`config.mk`:
```
export PLATFORM = sky130hd
export DESIGN_NAME = weight_loader
export DESIGN_NICKNAME = d
export VERILOG_FILES = /design/src/rtl/weight_loader.sv
export SDC_FILE = /design/constraint.sdc
export NUM_CORES = 1
export LEC_CHECK = 0
export BUFFER_PORTS_ARGS = -buffer_cell sky130_fd_sc_hd__buf_2
export CAP_MARGIN = 20
export CORE_MARGIN = 2
export CORE_UTILIZATION = 50
export DETAILED_ROUTE_END_ITERATION = 10
export HOLD_SLACK_MARGIN = 0.08
export PLACE_DENSITY_LB_ADDON = 0.15
export SETUP_SLACK_MARGIN = 0.2
export SKIP_LAST_GASP = 1
export SLEW_MARGIN = 0
export SYNTH_ARGS = -nofsm -noshare
export SYNTH_HDL_FRONTEND = slang
export SYNTH_SLANG_ARGS = --single-unit
export TNS_END_PERCENT = 30
```
`constraint.sdc`:
```
create_clock -name clk -period 1.7 [get_ports clk]
set_clock_uncertainty 0.05 [all_clocks]
set_input_delay 0.085 -clock clk [delete_from_list [all_inputs] [get_ports clk]]
set_output_delay 0.085 -clock clk [all_outputs]
set_load 0.05 [all_outputs]
```
`src/rtl/weight_loader.sv`:
```
// -----------------------------------------------------------------------------
// weight_loader
//
// Writer side of the network weight-load interface. Accepts a ready/valid
// stream of fixed-point weight words and shifts each accepted word into exactly
// one node of the two-layer network. It does this by driving a one-hot
// per-node shift enable (we) together with the shared weight bus (bus).
//
// Load order: layer-1 nodes 0..SL1-1 take SX words each, then layer-2 nodes
// 0..SL2-1 take SL1 words each. Layer-1 node j is enabled by we[ND-SL1+j].
// Layer-2 node j is enabled by we[j].
//
// Ports
//   clk      system clock
//   rst      asynchronous, active-high reset
//   start    begin a full load (sampled in IDLE only)
//   abort    synchronous cancel of a load in progress (also wins over start)
//   s_data   signed weight word from the stream
//   s_valid  s_data is valid
//   s_ready  loader accepts s_data this cycle (high throughout LOAD)
//   we       one-hot node shift enable, valid the cycle after a handshake
//   bus      weight word, valid alongside we; holds its last value otherwise
//   busy     high in LOAD and DONE
//   done     one-cycle pulse, coincident with the final we pulse
// -----------------------------------------------------------------------------
module weight_loader #(
  parameter int N   = 16,
  parameter int SX  = 4,
  parameter int SL1 = 4,
  parameter int SL2 = 2
) (
  input  logic                clk,
  input  logic                rst,
  input  logic                start,
  input  logic                abort,
  input  logic signed [N-1:0] s_data,
  input  logic                s_valid,
  output logic                s_ready,
  output logic [SL1+SL2-1:0]  we,
  output logic signed [N-1:0] bus,
  output logic                busy,
  output logic                done
);

  localparam int ND   = SL1 + SL2;
  localparam int WT   = SX*SL1 + SL1*SL2;
  localparam int MAXF = (SX > SL1) ? SX : SL1;
  localparam int NW   = $clog2(ND + 1);
  localparam int WW   = $clog2(MAXF + 1);
  localparam int TW   = $clog2(WT + 1);

  typedef enum logic [1:0] {
    IDLE = 2'd0,
    LOAD = 2'd1,
    DONE = 2'd2
  } state_t;

  state_t          state;
  logic [NW-1:0]   node;
  logic [WW-1:0]   word;
  logic [TW-1:0]   total;

  logic            hs_p0;
  logic            last_word_p0;
  logic            last_total_p0;

  // Number of words a node takes: layer-1 nodes see the network inputs,
  // layer-2 nodes see the layer-1 outputs.
  function automatic logic [WW-1:0] fanin(input logic [NW-1:0] nd);
    if (nd < NW'(SL1))
      fanin = WW'(SX);
    else
      fanin = WW'(SL1);
  endfunction

  // Map the load-order node index onto the network's enable bit. Layer 1
  // occupies the upper SL1 bits, layer 2 the lower SL2 bits.
  function automatic logic [ND-1:0] node_sel(input logic [NW-1:0] nd);
    int b;
    node_sel = '0;
    for (int i = 0; i < ND; i++) begin
      b = (i < SL1) ? (ND - SL1 + i) : (i - SL1);
      if (nd == NW'(i))
        node_sel[b] = 1'b1;
    end
  endfunction

  // ---- stage p0: handshake decode on the current counters ----
  // s_ready is a registered copy of (state == LOAD), so it alone gates the
  // handshake.
  assign hs_p0         = s_ready && s_valid;
  assign last_word_p0  = (word == fanin(node) - WW'(1));
  assign last_total_p0 = (total == TW'(WT - 1));

  // ---- stage p1: registered control, enable and bus ----
  always_ff @(posedge clk or posedge rst) begin
    if (rst) begin
      state   <= IDLE;
      node    <= '0;
      word    <= '0;
      total   <= '0;
      s_ready <= 1'b0;
      busy    <= 1'b0;
      done    <= 1'b0;
      we      <= '0;
      bus     <= '0;
    end else begin
      // Enables and done are single-cycle strobes unless re-armed below.
      we   <= '0;
      done <= 1'b0;

      case (state)
        IDLE: begin
          if (start && !abort) begin
            state   <= LOAD;
            s_ready <= 1'b1;
            busy    <= 1'b1;
            node    <= '0;
            word    <= '0;
            total   <= '0;
          end
        end

        LOAD: begin
          if (abort) begin
            // The network keeps whatever was shifted in so far; a restart
            // begins again at word 1.
            state   <= IDLE;
            s_ready <= 1'b0;
            busy    <= 1'b0;
            node    <= '0;
            word    <= '0;
            total   <= '0;
          end else if (hs_p0) begin
            bus   <= s_data;
            we    <= node_sel(node);
            total <= total + TW'(1);
            if (last_word_p0) begin
              word <= '0;
              node <= node + NW'(1);
            end else begin
              word <= word + WW'(1);
            end
            if (last_total_p0) begin
              // Final word: its we pulse and done share the DONE cycle.
              state   <= DONE;
              s_ready <= 1'b0;
              done    <= 1'b1;
              node    <= '0;
              word    <= '0;
              total   <= '0;
            end
          end
        end

        DONE: begin
          // Abort here has the same outcome, so no separate branch.
          state   <= IDLE;
          s_ready <= 1'b0;
          busy    <= 1'b0;
          node    <= '0;
          word    <= '0;
          total   <= '0;
        end

        default: begin
          state   <= IDLE;
          s_ready <= 1'b0;
          busy    <= 1'b0;
          node    <= '0;
          word    <= '0;
          total   <= '0;
        end
      endcase
    end
  end

endmodule
```
==> flow_summary.toml, run 1 <==
[global_routing]
grt_use_total_pct = 19.6
grt_start_max_net_pins = 38
grt_pass1_vias = 1248
overflow = 0
grt_pass1_wl_microns = 5890
antenna_found_initial = 0

[floorplan]
core_area_sq_mm = 0.00328
row_count = 21
die-width_microns = 62.2
die_y_microns = 62.2
dieArea_sq_mm = 0.00387
start_util_pct = 51.6
pin_count = 46

[clock_tree]
insertion_delay_ns = 0.34
cts_root_buffer = "clkbuf_4"
cts_buffers = 5
cts.path.max_buffers = 2
clk_pin_slew_ns = 0.11
tritoncts = "done"
htreeDepth = 2
clock-sinks = 37

[worst_setup_path]
r2r_start = "state[1]$_DFFE_PP0P_"
path_class = "flop to flop"
worstSetupStartpointType = "flop"
cp.required_ns = 1.89
arrival_ns = 1.71
crit_start = "state[1]$_DFFE_PP0P_"
cp_max_fo = 7
worst_setup_path_end_kind = "flop"

[synth]
synth_top_cell_by_area = "dfrtp_1"
syn_area_sq_mm = 0.00169
synth_top_area_share_pct = 54.7
synth_most_common_cell = "dfrtp_1"
yosys.cell_types.count = 41
synth_commonest_cells = "dfrtp_1, mux2_4, ha_1, mux2_2"
async_flop_share_pct = 100
yosys-top-cells-area = "dfrtp_1, mux2_4, ha_1"
synth_edf_count = 0
synthCells = 122
syn_avg_cell_area_sq_um = 13.9
synth_warnings = 0
synth-seq-area-share_pct = 54.7
ys.flop_type = "dfrtp_1"
syn-num-nets = 150
synth.ff_latch_count = 37

[timing]
hold_viol_final = 0
fmax_ghz = 0.655
slew_viol_final = 0
worstMarginPinSlew_ns = 0.446
period_share_pct = 89.8
rsz0062_at_grt = "true"
setup_viol = 0
finalCriticalPeriod_ns = 1.53
fin_setup_tns_ns = 0
relSlewSlack_pct = 70.2

[pwr]
p_per_area_mw_per_mm2 = 932
ir_worst_vdd_mv = 0.454
leakagePower_nw = 1.20

[placed_design]
io_buffers = 45
dp_hpwl_microns = 2170
gp_congestion = 0.795
placed_cells = 213

[final_layout]
multi_input_area_sq_um = 793
nets = 229
n_antenna_cell = 0
drive_gt1_share_pct = 50.0
finalNonFillerCells = 248
fillers = 218
area_growth_pct = 41.6
seq_area_sq_um = 927

[detailed_routing]
dr.pass1.iters = 4
viasPerCell = 4.94
drc = 0
routedWlPerCell_microns = 14.2
vias = 1226
drtIter0Drc = 56
drt_wl_total_microns = 3530
ant_nets = 0

[run_status]
status = "finished clean"

[flow_run]
max_cap_viol_count = 0

[worst_hold_path]
hold_start = "s_valid"
hold_class = "primary input to flop"
==> critical path, stage by stage, from the launching register on <==
cell       delay, ns
dfrtp_1         0.42
nor4bb_4        0.30
buf_4           0.19
clkbuf_16       0.16
mux2_4          0.30
==> per-layer routing <==
| metal | vias up | global-route usage [%] | part of all wire (%) |
|---|---|---|---|
| met5 | - | 0 | 0 |
| met2 | 32 | 32.7 | 50 |
| li1 | 596 | - | - |
| met4 | 0 | 7.50 | 1.6 |
| met1 | 591 | 24.1 | 44 |
| met3 | 7 | 5.98 | 4.3 |
==> cell families after synthesis <==
group	count (synthesis)	synth area share, %
multiplexers	18	14.1
XOR/XNOR	1	0.517
adder cells (fa/ha/maj)	7	5.17
buffers and inverters	9	4.28
flip-flops	37	54.7
AO/OA/AOI/OAI	18	8.86
AND/OR/NAND/NOR	32	12.4
==> power by group <==
| part | internal [W] | switching, W | total [W] |
|---|---|---|---|
| clock | 0.000156 | 0.000287 | 0.000443 |
| combinational | 0.000271 | 0.000482 | 0.000753 |
| sequential | 0.000979 | 0.0000597 | 0.00104 |
==> final timing paths <==
kind | end | cells after the start | slack (ns)
worst max-delay path | bus[10]$_DFFE_PP0P_ | 4 | 0.17
worst min-delay path | state[0]$_DFFE_PP0P_ | 3 | 0.10
worst max register to register | bus[10]$_DFFE_PP0P_ | 4 | 0.17
worst min register to register | bus[6]$_DFFE_PP0P_ | 1 | 0.45
max in group asynchronous | state[0]$_DFFE_PP0P_ | 4 | 0.94
min in group asynchronous | bus[12]$_DFFE_PP0P_ | 4 | 0.32
==> state kept, by name, summed over array words and instances (netlist names) <==
name / cells
we: 6
total: 5
state: 2
word: 3
busy: 1
node: 3
bus: 16
done: 1
==> through the flow <==
| step | util [%] | area (sq um) | hold slack (ns) | setup slack (ns) | total power [W] |
|---|---|---|---|---|---|
| final | 73.0 | 2400 | 0.103 | 0.173 | 0.00224 |
| after global routing | 73.0 | 2400 | 0.114 | 0.124 | 0.00236 |
| after CTS | 68.8 | 2260 | 0.0830 | 0.161 | 0.00221 |
| after detailed placement | 60.9 | 2000 | 0.164 | 0.137 | 0.00173 |
| after global placement | 60.9 | 2000 | 0.156 | 0.131 | 0.00171 |
| after floorplan | - | 1710 | 0.132 | 0.122 | 0.00157 |
==> cell type report <==
cell class                      instances  area share, %
Inverter                                4          0.626
Timing Repair Buffer                   77           23.0
Multi-Input combinational cell         76           33.1
Sequential cell                        37           38.7
Clock inverter                          3          0.730
Tap cell                               46           2.40
Clock buffer                            5           1.56
==> what timing repair did <==
item	in CTS	in global routing
pin swaps	1	3
buffers inserted	1	6
hold buffers	19	0
gates cloned	0	1
gates resized for setup	1	15
setup endpoints to repair	12	22
hold endpoints to repair	56	0
==> layout by cell type, fill, tap and decap left out, drive strengths merged, types with 2 or more instances in the layout <==
cell type and count:
buf 57, o21ai 2, dfrtp 37, clkinv 2
nand2 4, a21o 2, a21oi 2, o31ai 2
a22o 2, nor2b 5, ha 7, and3 5
mux2 17, dlygate4sd3 19, nor2 5, o21bai 2
clkbuf 6, inv 4, nor4b 2, a2111oi 2
nand2b 3, nand3 3
Power figures use the tool's default switching activity.
==> inputs of run 2 (changes only) <==
--- a/config.mk
+++ b/config.mk
@@ -7,8 +7,10 @@
 export LEC_CHECK = 0
 export BUFFER_PORTS_ARGS = -buffer_cell sky130_fd_sc_hd__buf_2
 export CAP_MARGIN = 20
+export CELL_PAD_IN_SITES_DETAIL_PLACEMENT = 1
+export CELL_PAD_IN_SITES_GLOBAL_PLACEMENT = 1
 export CORE_MARGIN = 2
-export CORE_UTILIZATION = 50
+export CORE_UTILIZATION = 41
 export DETAILED_ROUTE_END_ITERATION = 10
 export HOLD_SLACK_MARGIN = 0.08
 export PLACE_DENSITY_LB_ADDON = 0.15
@@ -18,4 +20,4 @@
 export SYNTH_ARGS = -nofsm -noshare
 export SYNTH_HDL_FRONTEND = slang
 export SYNTH_SLANG_ARGS = --single-unit
-export TNS_END_PERCENT = 30
+export TNS_END_PERCENT = 50
==> run 2 against run 1 <==
Count of clock-buffer cells in the layout rose by 2. Core utilization down 12 points. Die area up 20%. Critical path type unchanged.
==> flow_summary.toml, run 2 (same netlist as run 1, synthesis figures left out) <==
[floorplan]
dieArea_sq_mm = 0.00466
die_y_microns = 68.3
start_util_pct = 42.4
die-width_microns = 68.3
core_area_sq_mm = 0.00400
pin_count = 46
row_count = 23

[clock_tree]
insertion_delay_ns = 0.28
htreeDepth = 2
cts_buffers = 5
clock-sinks = 37
tritoncts = "done"
clk_pin_slew_ns = 0.07
cts_root_buffer = "clkbuf_8"
cts.path.max_buffers = 2

[final_layout]
reg_top3 = "bus (16), we (6), total (5)"
finish.utilization_pct = 60.6
layout_common_cells = "buf_2, dfrtp_1, dlygate4sd3_1"
nets = 227
drive_gt1_share_pct = 50.0
largest_register_ff_count = 16
largest-register = "bus"
final_common_cell = "buf_2"
fillers = 415
area_growth_pct = 43.1
n_antenna_cell = 0

[run_status]
status = "finished clean"

[worst_setup_path]
cp_slowest_stage_delay_ns = 0.42
r2r_start = "state[1]$_DFFE_PP0P_"
cp_max_fo = 13
arrival_ns = 1.63
cp_slowest_cell = "dfrtp_1"
critPathBufInv = 1
crit_start = "state[1]$_DFFE_PP0P_"
worstSetupStartpointType = "flop"
crit_chain = "nor4bb_4 -> buf_12 -> mux2_2"
worst_setup_path_end_kind = "flop"
cp.required_ns = 1.82
path_class = "flop to flop"
critPathTopFamily = "flip-flops"

[global_routing]
grt_start_max_net_pins = 16
grt_pass1_vias = 1364
antenna_found_initial = 0
grt_use_total_pct = 19.5
overflow = 0
grt_pass1_wl_microns = 6490

[placed_design]
pre_cts_ws_ns = 0.128
gp_congestion = 0.786
io_buffers = 45
dp_hpwl_microns = 2740

[timing]
worstMarginPinSlew_ns = 0.484
relSlewSlack_pct = 67.7
finalCriticalPeriod_ns = 1.51
setup_ws_ns = 0.189
fmax_ghz = 0.662
hold_viol_final = 0
slew_viol_final = 0
period_share_pct = 88.9
fin_setup_tns_ns = 0
setup_viol = 0
rsz0062_at_grt = "true"

[detailed_routing]
drtIter0Drc = 31
dr.pass1.iters = 4
drt_wl_total_microns = 4290
viasPerCell = 5.03
ant_nets = 0
routedWlPerCell_microns = 17.1
drc = 0
vias = 1257

[pwr]
leakagePower_nw = 1.21
ir_worst_vdd_mv = 0.410
p_per_area_mw_per_mm2 = 1060

[worst_hold_path]
hold_start = "abort"
hold_class = "primary input to flop"

[flow_run]
max_cap_viol_count = 0
==> run 2: changes by cell type in the layout (fill, tap and decap cells not counted), moves of 2 or more <==
cell / change
buf_6: +3
buf_4: -2
clkbuf_8: +6
mux2_2: +4
clkinv_2: -2
clkbuf_4: -5
mux2_4: -3
dlygate4sd3_1: -2
==> run 2: report_power, final <==
group	internal [W]	switching, W	total (W)
sequential	0.000980	0.0000609	0.00104
clock	0.000478	0.000306	0.000784
combinational	0.000256	0.000493	0.000749
==> run 2: through the flow <==
stage / cells / hold WS (ns) / area, sq um / total power [W]
4_1_cts: 245 / 0.0826 / 2330 / 0.00257
6_report: 250 / 0.0974 / 2420 / 0.00257
3_5_place_dp: 219 / 0.0862 / 2020 / 0.00175
3_3_place_gp: 219 / 0.0867 / 2020 / 0.00173
2_1_floorplan: 122 / 0.132 / 1720 / 0.00157
5_1_grt: 250 / 0.101 / 2420 / 0.00268
==> run 2: per-layer routing <==
layer	vias to the layer above	part of all wire, %	track usage [%]	wire length, microns
li1	590	-	-	-
met1	631	40	20.5	1700
met2	32	55	36.8	2350
met3	4	4.5	5.26	191
met4	0	1.1	6.75	48
met5	-	0	0	0
==> run 2: repair_timing <==
| item | in CTS | in global routing |
|---|---|---|
| pin swaps | 1 | 3 |
| endpoints found under the setup margin | 16 | 28 |
| resized for setup | 2 | 11 |
| setup buffers | 1 | 5 |
| hold endpoints to repair | 26 | 0 |
| hold buffers | 17 | 0 |
==> run 2: cell type report <==
| cell class | count | area, sq um | area share [%] |
|---|---|---|---|
| Multi-Input combinational cell | 76 | 788 | 32.5 |
| Inverter | 4 | 15.0 | 0.620 |
| Clock inverter | 1 | 30.0 | 1.24 |
| Clock buffer | 7 | 86.3 | 3.56 |
| Tap cell | 50 | 62.6 | 2.58 |
| Sequential cell | 37 | 927 | 38.3 |
| Timing Repair Buffer | 75 | 514 | 21.2 |
==> run 2: final timing paths <==
check                                        to  slack (ns)  cells after the start
max                          bus[4]$_DFFE_PP0P_        0.19                      3
min                        total[4]$_DFFE_PP0P_         0.1                      2
max reg2reg                  bus[4]$_DFFE_PP0P_        0.19                      3
min reg2reg                  bus[5]$_DFFE_PP0P_        0.46                      1
max in group asynchronous   bus[12]$_DFFE_PP0P_        0.72                      4
min in group asynchronous        done$_DFF_PP0_        0.31                      3
==> inputs of run 3 (changes only) <==
--- a/config.mk
+++ b/config.mk
@@ -10,7 +10,7 @@
 export CELL_PAD_IN_SITES_DETAIL_PLACEMENT = 1
 export CELL_PAD_IN_SITES_GLOBAL_PLACEMENT = 1
 export CORE_MARGIN = 2
-export CORE_UTILIZATION = 41
+export CORE_UTILIZATION = 44
 export DETAILED_ROUTE_END_ITERATION = 10
 export HOLD_SLACK_MARGIN = 0.08
 export PLACE_DENSITY_LB_ADDON = 0.15
==> constraint.sdc (replaced) <==
create_clock -name clk -period 1.8 [get_ports clk]
set_clock_uncertainty 0.05 [all_clocks]
set_input_delay 0.09 -clock clk [delete_from_list [all_inputs] [get_ports clk]]
set_output_delay 0.09 -clock clk [all_outputs]
set_load 0.05 [all_outputs]
==> run 3 against run 2 <==
Core utilization grew 1.8 points. Hold slack gained 0.0082 ns. Largest cell class unchanged. Global-route usage grew 1.1 points. Wire length shrank 5.8%. First-iteration DRC count grew 26%. Combinational power shrank 8.7%. Flip-flop and latch count is the same. Worst setup slack gained 0.082 ns. Die area shrank 6.4%. Sequential share of layout area grew 2.0 points.
==> flow_summary.toml, run 3 (same netlist as run 1, synthesis figures left out) <==
[final_layout]
finish.utilization_pct = 62.4
drive_gt1_share_pct = 46.2
layout_common_cells = "buf_2, dfrtp_1, dlygate4sd3_1"
reg_top3 = "bus (16), we (6), total (5)"
largest-register = "bus"
finalNonFillerCells = 243
largest_register_ff_count = 16
nets = 222
fillers = 398
final_common_cell = "buf_2"
area_growth_pct = 35.9
n_antenna_cell = 0

[pwr]
p_per_area_mw_per_mm2 = 977
power.net_switching_w = 0.000783
ir_worst_vdd_mv = 0.496
comb_power_share_pct = 30.4
swShare_pct = 34.8
leakagePower_nw = 1.17
p_clk_share_pct = 26.0
p_seq_share_pct = 43.6
intPower_w = 0.00147

[detailed_routing]
drt_wl_total_microns = 4040
vias = 1223
drtIter0Drc = 39
dr.pass1.iters = 4
drc = 0
viasPerCell = 5.03
routedWlPerCell_microns = 16.6
ant_nets = 0

[clock_tree]
htreeDepth = 2
cts_buffers = 5
clk_pin_slew_ns = 0.07
clock-sinks = 37
cts_root_buffer = "clkbuf_8"
insertion_delay_ns = 0.29
tritoncts = "done"
cts.path.max_buffers = 2

[timing]
relSlewSlack_pct = 69.5
period_share_pct = 84.9
fmax_ghz = 0.654
hold_viol_final = 0
fin_setup_tns_ns = 0
setup_viol = 0
finalCriticalPeriod_ns = 1.53
rsz0062_at_grt = "true"
slew_viol_final = 0
setup_ws_ns = 0.271
worstMarginPinSlew_ns = 0.457

[global_routing]
grt_pass1_wl_microns = 6560
grt_start_max_net_pins = 38
grt_pass1_vias = 1293
overflow = 0
antenna_found_initial = 0
grt_use_total_pct = 20.5

[floorplan]
die_y_microns = 66.1
dieArea_sq_mm = 0.00436
pin_count = 46
die-width_microns = 66.1
row_count = 22
start_util_pct = 45.9
core_area_sq_mm = 0.00369

[placed_design]
placed_cells = 214
io_buffers = 45
dp_hpwl_microns = 2450
gp_congestion = 0.809
pre_cts_ws_ns = 0.200

[worst_setup_path]
crit_chain = "nor4bb_4 -> buf_12 -> mux2_2"
cp_slowest_stage_delay_ns = 0.41
path_class = "flop to flop"
cp_slowest_cell = "dfrtp_1"
cp_max_fo = 22
cp.required_ns = 1.91
arrival_ns = 1.64
worstSetupStartpointType = "flop"
worst_setup_path_end_kind = "flop"

[worst_hold_path]
hold_class = "primary input to flop"

[flow_run]
max_cap_viol_count = 0

[run_status]
status = "finished clean"
==> run 3: critical path: cells and delay by family (launching register included) <==
| kind | cells | cell delay (ns) |
|---|---|---|
| buffers and inverters | 1 | 0.22 |
| AND/OR/NAND/NOR | 1 | 0.37 |
| multiplexers | 1 | 0.35 |
| flip-flops | 1 | 0.41 |
==> run 3: through the flow <==
stage               hold WS [ns]  power (W)  cell area (sq um)
floorplan                  0.137    0.00147               1700
global placement           0.163    0.00162               1980
detailed placement         0.182    0.00163               1980
CTS                        0.101    0.00225               2260
global route               0.106    0.00235               2300
finish                     0.106    0.00225               2300
==> run 3: area by class of cell <==
class	count	area, sq um	area share (%)
sequential	37	927	40.3
inverter	4	15.0	0.652
timing repair buffer	70	468	20.3
tap	48	60.1	2.61
clock buffer	8	90.1	3.91
multi-input combinational	76	742	32.2
==> run 3: path summary, 6_finish.rpt <==
kind                                      start              endpoint  slack, ns  cells after the start
hold reg to reg             bus[15]$_DFFE_PP0P_   bus[15]$_DFFE_PP0P_       0.45                      1
max in group asynchronous                   rst  state[0]$_DFFE_PP0P_       0.93                      4
setup / recovery           state[1]$_DFFE_PP0P_    bus[4]$_DFFE_PP0P_       0.27                      3
min in group asynchronous                   rst   bus[11]$_DFFE_PP0P_       0.43                      4
hold / removal                            start  state[0]$_DFFE_PP0P_       0.11                      2
setup reg to reg           state[1]$_DFFE_PP0P_    bus[4]$_DFFE_PP0P_       0.27                      3
==> run 3: layer usage <==
metal  vias to the layer above  wire length [microns]  GRT usage (%)
met3                         5                    149           4.26
met5                         -                      0              0
met1                       610                   1720           24.6
li1                        578                      -              -
met2                        30                   2110           36.6
met4                         0                     61           6.89
==> run 3: timing repair <==
item                                   in CTS  in global routing
hold buffers                               17                  0
gates resized for setup                     2                  4
endpoints found under the hold margin      53                  0
pin swaps                                   0                  0
setup buffers                               1                  3
gates cloned                                0                  0
setup endpoints to repair                   3                 21
==> run 3: power by group through the flow <==
stage / Sequential [W] / Clock (W) / Combinational [W]
after CTS: 0.000979 / 0.000598 / 0.000675
final: 0.000981 / 0.000584 / 0.000684
after detailed placement: 0.000994 / 0 / 0.000638
after global placement: 0.000987 / 0 / 0.000629
after global routing: 0.000994 / 0.000640 / 0.000719
after floorplan: 0.00130 / 0 / 0.000169
